## config.mk

```make
export PLATFORM = sky130hd
export DESIGN_NAME = fsm_relay_array
export DESIGN_NICKNAME = d
export VERILOG_FILES = /design/src/rtl/fsm_relay_array.sv
export SDC_FILE = /design/constraint.sdc
export NUM_CORES = 1
export LEC_CHECK = 0
export CAP_MARGIN = 0
export CORE_ASPECT_RATIO = 1.2
export CORE_MARGIN = 2
export CORE_UTILIZATION = 40
export DETAILED_ROUTE_END_ITERATION = 7
export GPL_TIMING_DRIVEN = 0
export PLACE_DENSITY = 0.61
export SLEW_MARGIN = 20
export SYNTH_ARGS = -nofsm -noshare
export SYNTH_HDL_FRONTEND = slang
export SYNTH_SLANG_ARGS = --single-unit
```

## constraint.sdc

```tcl
create_clock -name clk_16ms -period 4.86 [get_ports clk_16ms]
set_input_delay 0.972 -clock clk_16ms [delete_from_list [all_inputs] [get_ports clk_16ms]]
set_output_delay 0.972 -clock clk_16ms [all_outputs]
set_load 0.02 [all_outputs]
```

## src/rtl/fsm_relay_array.sv

```systemverilog
// Debounced sensor-to-relay controller, N independent channels, with min-on, cool-down and over-time lockout.
// Latency: relay/fault are registered; relay rises DEB ticks after on_cond first holds; async rst clears at once.
// Backpressure: none (free-running tick clock); enable=0 parks every channel in OFF on the next tick.
//
// Ports:
//   clk_16ms           tick clock, one state step per rising edge
//   rst                asynchronous active-high reset
//   enable             global run enable
//   threshold [W]      hysteresis band shared by all channels
//   sen, sen_ref [N*W] packed per-channel sensor / reference, channel i at [i*W +: W]
//   relay [N]          relay drive (1 only while channel is ON)
//   fault [N]          lockout flag (1 only while channel is LOCKed)
module fsm_relay_array #(
    parameter int N       = 3,
    parameter int W       = 12,
    parameter int DEB     = 4,
    parameter int MIN_ON  = 63,
    parameter int MAX_ON  = 3750,
    parameter int MIN_OFF = 63
) (
    input  logic           clk_16ms,
    input  logic           rst,
    input  logic           enable,
    input  logic [W-1:0]   threshold,
    input  logic [N*W-1:0] sen,
    input  logic [N*W-1:0] sen_ref,
    output logic [N-1:0]   relay,
    output logic [N-1:0]   fault
);

    // Counter must hold the largest terminal count of any state.
    localparam int CMAX_A = (DEB > MAX_ON) ? DEB : MAX_ON;
    localparam int CMAX   = (CMAX_A > MIN_OFF) ? CMAX_A : MIN_OFF;
    localparam int CW     = $clog2(CMAX + 1);

    typedef enum logic [2:0] {
        S_OFF  = 3'd0,
        S_ARM  = 3'd1,
        S_ON   = 3'd2,
        S_COOL = 3'd3,
        S_LOCK = 3'd4
    } state_t;

    for (genvar i = 0; i < N; i++) begin : g_ch
        state_t        state_q, state_d;
        logic [CW-1:0] cnt_q, cnt_d;
        logic [CW-1:0] cnt_inc;
        logic          relay_q, fault_q;
        logic [W-1:0]  sen_i, ref_i;
        logic [W:0]    on_level;
        logic          on_cond, off_cond;

        // Reference plus band is formed one bit wider so a large threshold
        // can never wrap around and fake a trigger.
        always_comb begin
            sen_i    = sen[i*W +: W];
            ref_i    = sen_ref[i*W +: W];
            on_level = {1'b0, ref_i} + {1'b0, threshold};
            on_cond  = ({1'b0, sen_i} > on_level);
            off_cond = (sen_i <= ref_i);
            cnt_inc  = (cnt_q == {CW{1'b1}}) ? cnt_q : cnt_q + CW'(1);
        end

        always_comb begin
            state_d = state_q;
            cnt_d   = cnt_q;
            if (!enable) begin
                state_d = S_OFF;
                cnt_d   = '0;
            end else begin
                unique case (state_q)
                    S_OFF: begin
                        cnt_d = '0;
                        if (on_cond) begin
                            state_d = (DEB == 1) ? S_ON : S_ARM;
                            cnt_d   = CW'(1);
                        end
                    end
                    S_ARM: begin
                        if (!on_cond) begin
                            state_d = S_OFF;
                            cnt_d   = '0;
                        end else if (cnt_inc == CW'(DEB)) begin
                            state_d = S_ON;
                            cnt_d   = CW'(1);
                        end else begin
                            cnt_d = cnt_inc;
                        end
                    end
                    S_ON: begin
                        // cnt is the number of ticks already spent in ON;
                        // the over-time check wins over a normal release.
                        if (cnt_q >= CW'(MAX_ON)) begin
                            state_d = S_LOCK;
                            cnt_d   = '0;
                        end else if (off_cond && (cnt_q >= CW'(MIN_ON))) begin
                            state_d = S_COOL;
                            cnt_d   = CW'(1);
                        end else begin
                            cnt_d = cnt_inc;
                        end
                    end
                    S_COOL: begin
                        if (cnt_q >= CW'(MIN_OFF)) begin
                            state_d = S_OFF;
                            cnt_d   = '0;
                        end else begin
                            cnt_d = cnt_inc;
                        end
                    end
                    S_LOCK: begin
                        cnt_d = '0;
                    end
                    default: begin
                        state_d = S_OFF;
                        cnt_d   = '0;
                    end
                endcase
            end
        end

        always_ff @(posedge clk_16ms or posedge rst) begin
            if (rst) begin
                state_q <= S_OFF;
                cnt_q   <= '0;
                relay_q <= 1'b0;
                fault_q <= 1'b0;
            end else begin
                state_q <= state_d;
                cnt_q   <= cnt_d;
                relay_q <= (state_d == S_ON);
                fault_q <= (state_d == S_LOCK);
            end
        end

        assign relay[i] = relay_q;
        assign fault[i] = fault_q;
    end

endmodule

```

# Word level (Yosys, flattened, before mapping)
# Cells that the tools add are included.
word_totals:
  reg_bits: 51
  out_inout_bits: 6
  word_cells: 111
op_classes:
  reduce_logical: 6
  n_mux: 51
  n_eq_ne: 24
  n_addsub: 6
  n_lt_le_gt_ge: 12
op_table:
  columns: ["operator", "n"]
  rows:
  - ["12-bit 2-to-1 mux", 21]
  - ["12-bit case mux with 4 select lines", 3]
  - ["3-bit 2-to-1 mux", 21]
  - ["3-bit case mux with 5 select lines", 3]
  - ["12-bit by 12-bit adder with 13-bit output", 3]
  - ["12-bit by 13-bit greater-than comparator with 1-bit output", 3]
  - ["12-bit by 1-bit adder with 12-bit output, second input constant", 3]
  - ["12-bit == test, second input constant", 3]
  - ["12-bit by 3-bit == test with 1-bit output, second input constant", 3]
  - ["12-bit >= comparator, second input constant", 3]
  - ["12-bit by 6-bit >= comparator with 1-bit output, second input constant", 3]
  - ["12-bit less-or-equal comparator", 3]
  - ["3-bit by 2-bit == test with 1-bit output, second input constant", 9]
  - ["3-bit == test, second input constant", 6]
  - ["3-bit by 1-bit == test with 1-bit output, second input constant", 3]
  - ["3-bit logical NOT", 3]
  - ["1-bit logical AND", 3]
  - ["1-bit 2-to-1 mux", 3]

# Longest topological paths before layout
# Gate-level depths: netlist of run 1.
logic_depth:
  ltp_word: 8
  depth_mapped: 18
  ltp_nobuf: 18

# Worst setup path before layout of run 1
# Ideal clock, no wire load.
synth_path:
  path_kind: "input -> register"
  start: "in threshold[1]"
  end: "reg g_ch[2].cnt_q[1]"
  arrival_ps: 4064
  t_required_ps: 4766
  path_stages: 16
  path_buffers: 0
  path_slack_ps: 702
  cell_sequence: "ha_1 a21o_1 a21oi_1 nor2b_1 o41ai_1 o2111ai_1 a21oi_1 xor2_1 ha_1 nand3_1 nor2_1 a41o_1 a31oi_1 nor4b_2 o21ai_2 a211oi_1"
synth_via:
  elab_chain_len: 5
synth_rtl:
  columns: ["element", "line", "text"]
  rows:
  - ["start: declaration", "24", "input logic [W-1:0] threshold,"]
  - ["12-bit by 12-bit adder with 13-bit output", "58", "on_level = {1'b0, ref_i} + {1'b0, threshold};"]
  - ["12-bit by 13-bit greater-than comparator with 1-bit output", "59", "on_cond = ({1'b0, sen_i} > on_level);"]
  - ["12-bit 2-to-1 mux", "80", "if (!on_cond) begin"]
  - ["12-bit case mux with 4 select lines", "71", "unique case (state_q)"]
  - ["12-bit 2-to-1 mux", "67", "if (!enable) begin"]
  - ["via g_ch[2].cnt_d[1]", "46", "logic [CW-1:0] cnt_q, cnt_d;"]
  - ["end signal: assignment", "130", "cnt_q <= cnt_d;"]
  - ["end: declaration", "46", null]
# The timed path passes the listed nets, and every way through them passes these cells.

# Worst setup path after layout of run 1
layout_path:
  start: "in threshold[2]"
  end: "reg g_ch[0].cnt_q[7]"
layout_via:
  elab_chain_len: 5
layout_rtl:
  columns: ["element", "line"]
  rows:
  - ["12-bit by 12-bit adder with 13-bit output", "58"]
  - ["12-bit by 13-bit greater-than comparator with 1-bit output", "59"]
  - ["12-bit 2-to-1 mux", "80"]
  - ["12-bit case mux with 4 select lines", "71"]
  - ["12-bit 2-to-1 mux", "67"]
  - ["via g_ch[0].cnt_d[7]", "46"]
  - ["end signal: assignment", "130"]
  - ["end: declaration", "46"]
# The timed path passes the listed nets, and every way through them passes these cells.

==> results of run 1 <==
-- through the flow --
stage          setup TNS, ns   util  power (W)
2_1_floorplan              0      -   0.000849
3_3_place_gp          -16.90  0.484    0.00104
3_5_place_dp          -17.54  0.484    0.00104
4_1_cts                    0  0.495    0.00147
5_1_grt               -0.130  0.502    0.00159
6_report                   0  0.502    0.00147
-- cell usage after synthesis, types with 8 or more instances --
master | n | area (um2)
ha_1 | 114 | 1430
a21oi_1 | 62 | 310
inv_1 | 61 | 229
nor2_1 | 54 | 203
dfrtp_1 | 51 | 1280
nand2_1 | 43 | 161
o21ai_0 | 39 | 195
xor2_1 | 26 | 228
nor2b_1 | 23 | 144
nand3_1 | 20 | 100
nand4_1 | 20 | 125
nor3_1 | 20 | 100
and3_1 | 16 | 100
o211ai_1 | 15 | 113
xnor2_1 | 14 | 123
a31oi_1 | 13 | 81.3
and4_1 | 11 | 96.3
o21a_1 | 11 | 82.6
buf_2 | 10 | 50.1
nand2b_1 | 10 | 62.6
a21o_1 | 9 | 67.6
nor3b_1 | 9 | 67.6
nor4_1 | 9 | 56.3
a211oi_1 | 8 | 60.1
-- power breakdown --
part | total [W] | internal (W) | leakage, nW | switching [W]
Sequential | 0.000441 | 0.000432 | 0.710 | 0.00000964
Combinational | 0.000617 | 0.000295 | 2.84 | 0.000322
Clock | 0.000411 | 0.000243 | 0.0838 | 0.000168
Total | 0.00147 | 0.000970 | 3.63 | 0.000499
-- final cells by class --
type	instances	area, um2	share of cell area
Clock buffer	5	125	0.0152
Buffer	24	129	0.0157
Tap cell	212	265	0.0323
Sequential cell	51	1280	0.155
Timing Repair Buffer	95	948	0.116
Multi-Input combinational cell	663	5190	0.632
Clock inverter	3	43.8	0.00534
Inverter	61	231	0.0282
-- metal layers --
layer,part of all wire,up-vias
met1,0.45,2779
met2,0.49,103
met3,0.044,17
met5,0,-
met4,0.015,0
li1,-,3192
-- logic make-up after synthesis --
group | count (synthesis) | synth area share
mux | 6 | 0.00913
simple gates | 279 | 0.243
flops | 51 | 0.190
xor+xnor | 40 | 0.0522
buf+inv | 85 | 0.0533
compound gates | 221 | 0.231
fa+ha+maj | 117 | 0.221
-- worst reg2reg max path, stage by stage, from the launching register on --
cell and delay [ns]:
dfrtp_1 0.47, ha_1 0.36, and4_1 0.23, buf_4 0.18, and3_1 0.16, buf_2 0.14
nand2_1 0.07, a211oi_2 0.43, nor3_2 0.13, o21ai_4 0.31, a21oi_1 0.08
-- timing repair --
| action | 4_1_cts | 5_1_grt |
|---|---|---|
| pin swaps | 1 | 4 |
| buffers inserted | 1 | 2 |
| setup endpoints to repair | 35 | 44 |
| resized for setup | 4 | 24 |
| endpoints found under the hold margin | 0 | 0 |
-- flip-flops by register name (all words and copies together) (netlist names) --
register and count:
g_ch.relay_q 3, g_ch.cnt_q 36, g_ch.state_q 9, g_ch.fault_q 3
-- final timing paths --
check                                             startpoint                      endpoint
max in group asynchronous                                rst    g_ch[0].cnt_q[3]$_DFF_PP0_
worst min-delay path            g_ch[0].state_q[2]$_DFF_PP0_  g_ch[0].state_q[2]$_DFF_PP0_
worst max-delay path                            threshold[2]    g_ch[0].cnt_q[7]$_DFF_PP0_
min in group asynchronous                                rst   g_ch[2].cnt_q[11]$_DFF_PP0_
worst min register to register  g_ch[0].state_q[2]$_DFF_PP0_  g_ch[0].state_q[2]$_DFF_PP0_
worst max register to register    g_ch[0].cnt_q[1]$_DFF_PP0_    g_ch[0].cnt_q[7]$_DFF_PP0_
==> run metrics, run 1 <==
first-pass GRT wire length=29,100 um; yosys warns=0; critical path depth in cells=15; antenna-violating nets left=0; met2 usage=0.354; IO buf count=92; final worst setup slack=0.297 ns; RSZ-0062 raised after global routing=true; Top delay family on crit path=compound AO/OA/AOI/OAI gates; Max Slew Vio Count=0; Netlist cell types=82; # hold bufs at CTS=0; commonest cells after routing, fill and taps aside=113 x ha_1, 90 x clkdlybuf4s50_1, 60 x a21oi_1, 59 x inv_1, 52 x nor2_1; min cycle time layout=4.56 ns; Syn Std Cell Area=6720 um2; Die W=122 um; Residual DRC=0; EDFF count, synth=0; overall routing resource usage=0.203; max frequency=219 MHz; CTS tree=built; worst relative slew slack=0.541; vias in the first global route=6,025; most common cell after layout, fill and taps aside=ha_1; CP required=5.03 ns; Worst Setup End Kind=flip-flop; syn_nets=1,003; CP max FO=7; outcome=completed; Hold Vio Cnt, Final=0; DRT Wirelength=17,800 um; critical setup path kind=primary input to flip-flop; flops & latches, synth=51; layout cells sized above 1=0.101; CP max stage delay=0.50 ns; Initial Util=0.411; leakage power=3.63 nW; power per cell area=179 nW/um2; met1 Use GR=0.256; fillcell total=1,625; r2r setup slk=2.17 ns; busiest grt layer=met2; Cell Rows=51; Post-Synthesis Cells=799; dpl ws=-0.636 ns; Synth Area per Inst=8.40 um2; Arr. time, crit path=4.73 ns; CTS sink count=51; CP max stage cell=clkdlybuf4s50_1; largest net degree at the start of global routing=52; Main synth FF type=dfrtp_1; CTS HTree Levels=2; die area=17,800 um2; drt wl/cell=15.9 um; register area share after synthesis=0.190; Vert. Die Dim=146 um; crit path buf inv count=1; via count=6,091; TritonRoute pass-1 iters=4; clk_lat worst skew=0.30 ns; Finished Layout Cells=1,114; cell count of the worst reg-to-reg path=10; Hold WS=0.628 ns; Tcrit/Tclk final=0.939; Inserted Diodes=0; Startpoint Class=primary input; grt met3 use=0.0376; Synth async-reset ratio=1.00; CORE AREA=16,300 um2; # nets final=1,105; Cells on Worst Hold Path=2; DR iter-0 viols=262; worst path cell trace=clkdlybuf4s50_1 > ha_1 > nor2b_1 > o21a_1 > a311o_1 > a31o_2 > a21oi_1 > xor2_1 > ha_1 > a2111oi_1 > o21ai_0 > o21ai_1 > nor3_2 > o21ai_4 > a21oi_1; synth-to-layout area growth=22.2%; TritonCTS Buffers=5; worst slew pin tran=0.679 ns; initial antenna violation count=0; Max Cap Violations=0; Worst Hold Class=flip-flop to flip-flop; Via density=5.47; setup violators final=0; Max VDD drop=128 uV; RePlAce Congestion=0.839; Placed Instances=1,103; worst-case clock buffer depth=2; clock root cell=clkbuf_16; Worst Skew=0.00773 ns; post-place instance area=7900 um2; Reg clk slew, reported paths=0.07 ns; grt ovf=0; fin area=8210 um2; post-DP HPWL=14,800 um; I/O Pins=93
Note: power is estimated with default switching activity, not from simulation.
==> run 2, diff against run 1 <==
- CORE_UTILIZATION: 40 -> 45
- PLACE_DENSITY: 0.61 -> 0.68
- SLEW_MARGIN: 20 -> not set
==> run metrics, run 2 (synthesis gave the netlist of run 1 again) <==
via count=6,159 (+1.1%); CORE AREA=14,500 um2 (-11%); grt ovf=0 (unchanged); Worst Setup End Kind=flip-flop; # hold bufs at CTS=0 (unchanged); TritonCTS Buffers=5 (unchanged); initial antenna violation count=0 (unchanged); CTS sink count=51 (unchanged); Die W=116 um (-5.5%); RePlAce Congestion=0.925 (+10%); layout cells sized above 1=0.0920 (-0.00887); CP max FO=7 (unchanged); critical setup path kind=primary input to flip-flop; I/O Pins=93 (unchanged); vias in the first global route=5,984 (-0.68%); switching power=0.000491 W (-1.7%); leakage power=3.64 nW (+0.35%); Worst Hold Class=flip-flop to flip-flop; DRT Wirelength=17,200 um (-3.0%); Top reg by flops=g_ch.cnt_q; Initial Util=0.464 (+0.0529); Design Power=0.00152 W (+3.2%); Startpoint Class=primary input; die area=15,900 um2 (-11%); Max VDD drop=114 uV (-11%); Worst Skew=0.00180 ns (-0.00593 ns); overall routing resource usage=0.226 (+0.0230); Residual DRC=0 (unchanged); power per cell area=184 nW/um2 (+3.0%); outcome=completed; worst-case clock buffer depth=2 (unchanged); IO buf count=92 (unchanged); largest net degree at the start of global routing=33 (-37%); Cell Rows=48 (-5.9%); max frequency=216 MHz (-1.2%); TNS Setup=0 ns (unchanged); fillcell total=1,376 (-15%); clk_lat worst skew=0.29 ns (about the same); min cycle time layout=4.62 ns (+0.0567 ns); antenna-violating nets left=0 (unchanged); CP required=5.06 ns (+0.03 ns); most common cell after layout, fill and taps aside=ha_1; max FFs per register=36 (unchanged); drt wl/cell=15.6 um (-1.9%); synth-to-layout area growth=22.5%; commonest cells after routing, fill and taps aside=114 x ha_1, 91 x clkdlybuf4s50_1, 60 x inv_1, 60 x a21oi_1, 54 x nor2_1; CTS HTree Levels=2 (unchanged); Arr. time, crit path=4.82 ns (+0.09 ns); Internal Dissipation=0.00103 W (+5.8%); post-layout util=0.569 (+0.0661); Gate power share=0.411 (-0.009); DR iter-0 viols=296 (+13%); post-DP HPWL=14,200 um (-3.7%); Switching Share=0.324 (-0.0163); CTS tree=built; Hold Vio Cnt, Final=0 (unchanged); Vert. Die Dim=138 um (-5.6%); first-pass GRT wire length=28,700 um (-1.6%); Tcrit/Tclk final=0.951 (+0.0117); setup violators final=0 (unchanged); Max Slew Vio Count=0 (unchanged); Clock power frac=0.298 (+0.018); # nets final=1,105 (unchanged); Inserted Diodes=0 (unchanged); clock root cell=clkbuf_16; Flop pwr share=0.291 (-0.009); Via density=5.59 (+2.2%); TritonRoute pass-1 iters=4 (unchanged); biggest registers after layout=g_ch.cnt_q: 36 flops, g_ch.state_q: 9 flops; Reg clk slew, reported paths=0.07 ns (about the same); worst slew pin tran=0.711 ns (+0.0325 ns); worst relative slew slack=0.519 (-0.0219); Max Cap Violations=0 (unchanged)
-- run 2: cell count changes in the layout (fill, tap and decap cells not counted), moves of 2 or more --
cell and delta:
nor3b_2 -2, nor3b_1 +2, nor2_2 -2, nor2_1 +2, buf_12 +2, buf_4 -2, o41ai_2 -2, o41ai_4 +2
-- run 2: power groups by stage --
stage	Clock [W]	Sequential, W	Combinational, W
2_1_floorplan	0	0.000447	0.000401
3_3_place_gp	0	0.000449	0.000585
3_5_place_dp	0	0.000450	0.000592
4_1_cts	0.000465	0.000441	0.000600
5_1_grt	0.000480	0.000443	0.000706
6_report	0.000452	0.000442	0.000623
-- run 2: metal layers --
metal  wire length, um  vias up  track usage
li1                  -     3192            -
met1              7970     2826        0.300
met2              8340      124        0.384
met3               607       17       0.0299
met4               323        0       0.0622
met5                 0        -            0
-- run 2: what timing repair did --
action                                  in CTS  in global routing
setup buffers                                0                  2
resized for setup                            3                 18
pin swaps                                    0                  5
endpoints found under the setup margin      27                 43
-- run 2: area by class of cell --
class	instances	area, um2	share of cell area
Sequential cell	51	1280	0.155
Multi-Input combinational cell	663	5180	0.630
Buffer	24	129	0.0157
Clock buffer	6	129	0.0157
Inverter	61	229	0.0278
Tap cell	200	250	0.0304
Timing Repair Buffer	95	971	0.118
Clock inverter	2	60.1	0.00730
-- run 2: path summary, 6_finish.rpt --
kind | startpoint | end | slack (ns) | cells past startpoint
hold / removal | g_ch[2].state_q[1]$_DFF_PP0_ | g_ch[2].state_q[0]$_DFF_PP0_ | 0.63 | 3
min in group asynchronous | rst | g_ch[0].cnt_q[6]$_DFF_PP0_ | 1.02 | 2
max in group asynchronous | rst | g_ch[1].cnt_q[1]$_DFF_PP0_ | 3.31 | 3
setup / recovery | threshold[0] | g_ch[1].cnt_q[1]$_DFF_PP0_ | 0.24 | 18
setup reg to reg | g_ch[1].cnt_q[0]$_DFF_PP0_ | g_ch[1].cnt_q[2]$_DFF_PP0_ | 2.18 | 8
hold reg to reg | g_ch[2].state_q[1]$_DFF_PP0_ | g_ch[2].state_q[0]$_DFF_PP0_ | 0.63 | 3
-- run 2: per-stage QoR --
step | cells | cell area (um2) | hold WS, ns | setup WS, ns
4_1_cts | 1100 | 8110 | 0.634 | 0.0139
2_1_floorplan | 799 | 6720 | 0.570 | 0.702
3_5_place_dp | 1092 | 7910 | 0.612 | -0.517
3_3_place_gp | 1091 | 7890 | 0.611 | -0.461
6_report | 1102 | 8230 | 0.634 | 0.240
5_1_grt | 1102 | 8230 | 0.678 | -0.0213
-- run 2: worst max-delay path: stages --
cell	delay [ns]
clkdlybuf4s50_1	0.56
ha_1	0.23
inv_1	0.06
fa_1	0.41
nor2b_2	0.17
o31ai_2	0.09
a31oi_2	0.21
o21ai_0	0.12
nand2b_1	0.09
xnor2_1	0.13
ha_1	0.28
nand3_1	0.11
nor2_1	0.07
a2111oi_2	0.37
o211ai_1	0.22
nor3_1	0.28
o21ai_2	0.18
a211oi_1	0.24
==> run 3, diff against run 2 <==
- CAP_MARGIN: 0 -> 10
==> results of run 3 <==
Same layout as run 2: the final DEF is identical, and so are final timing and power.
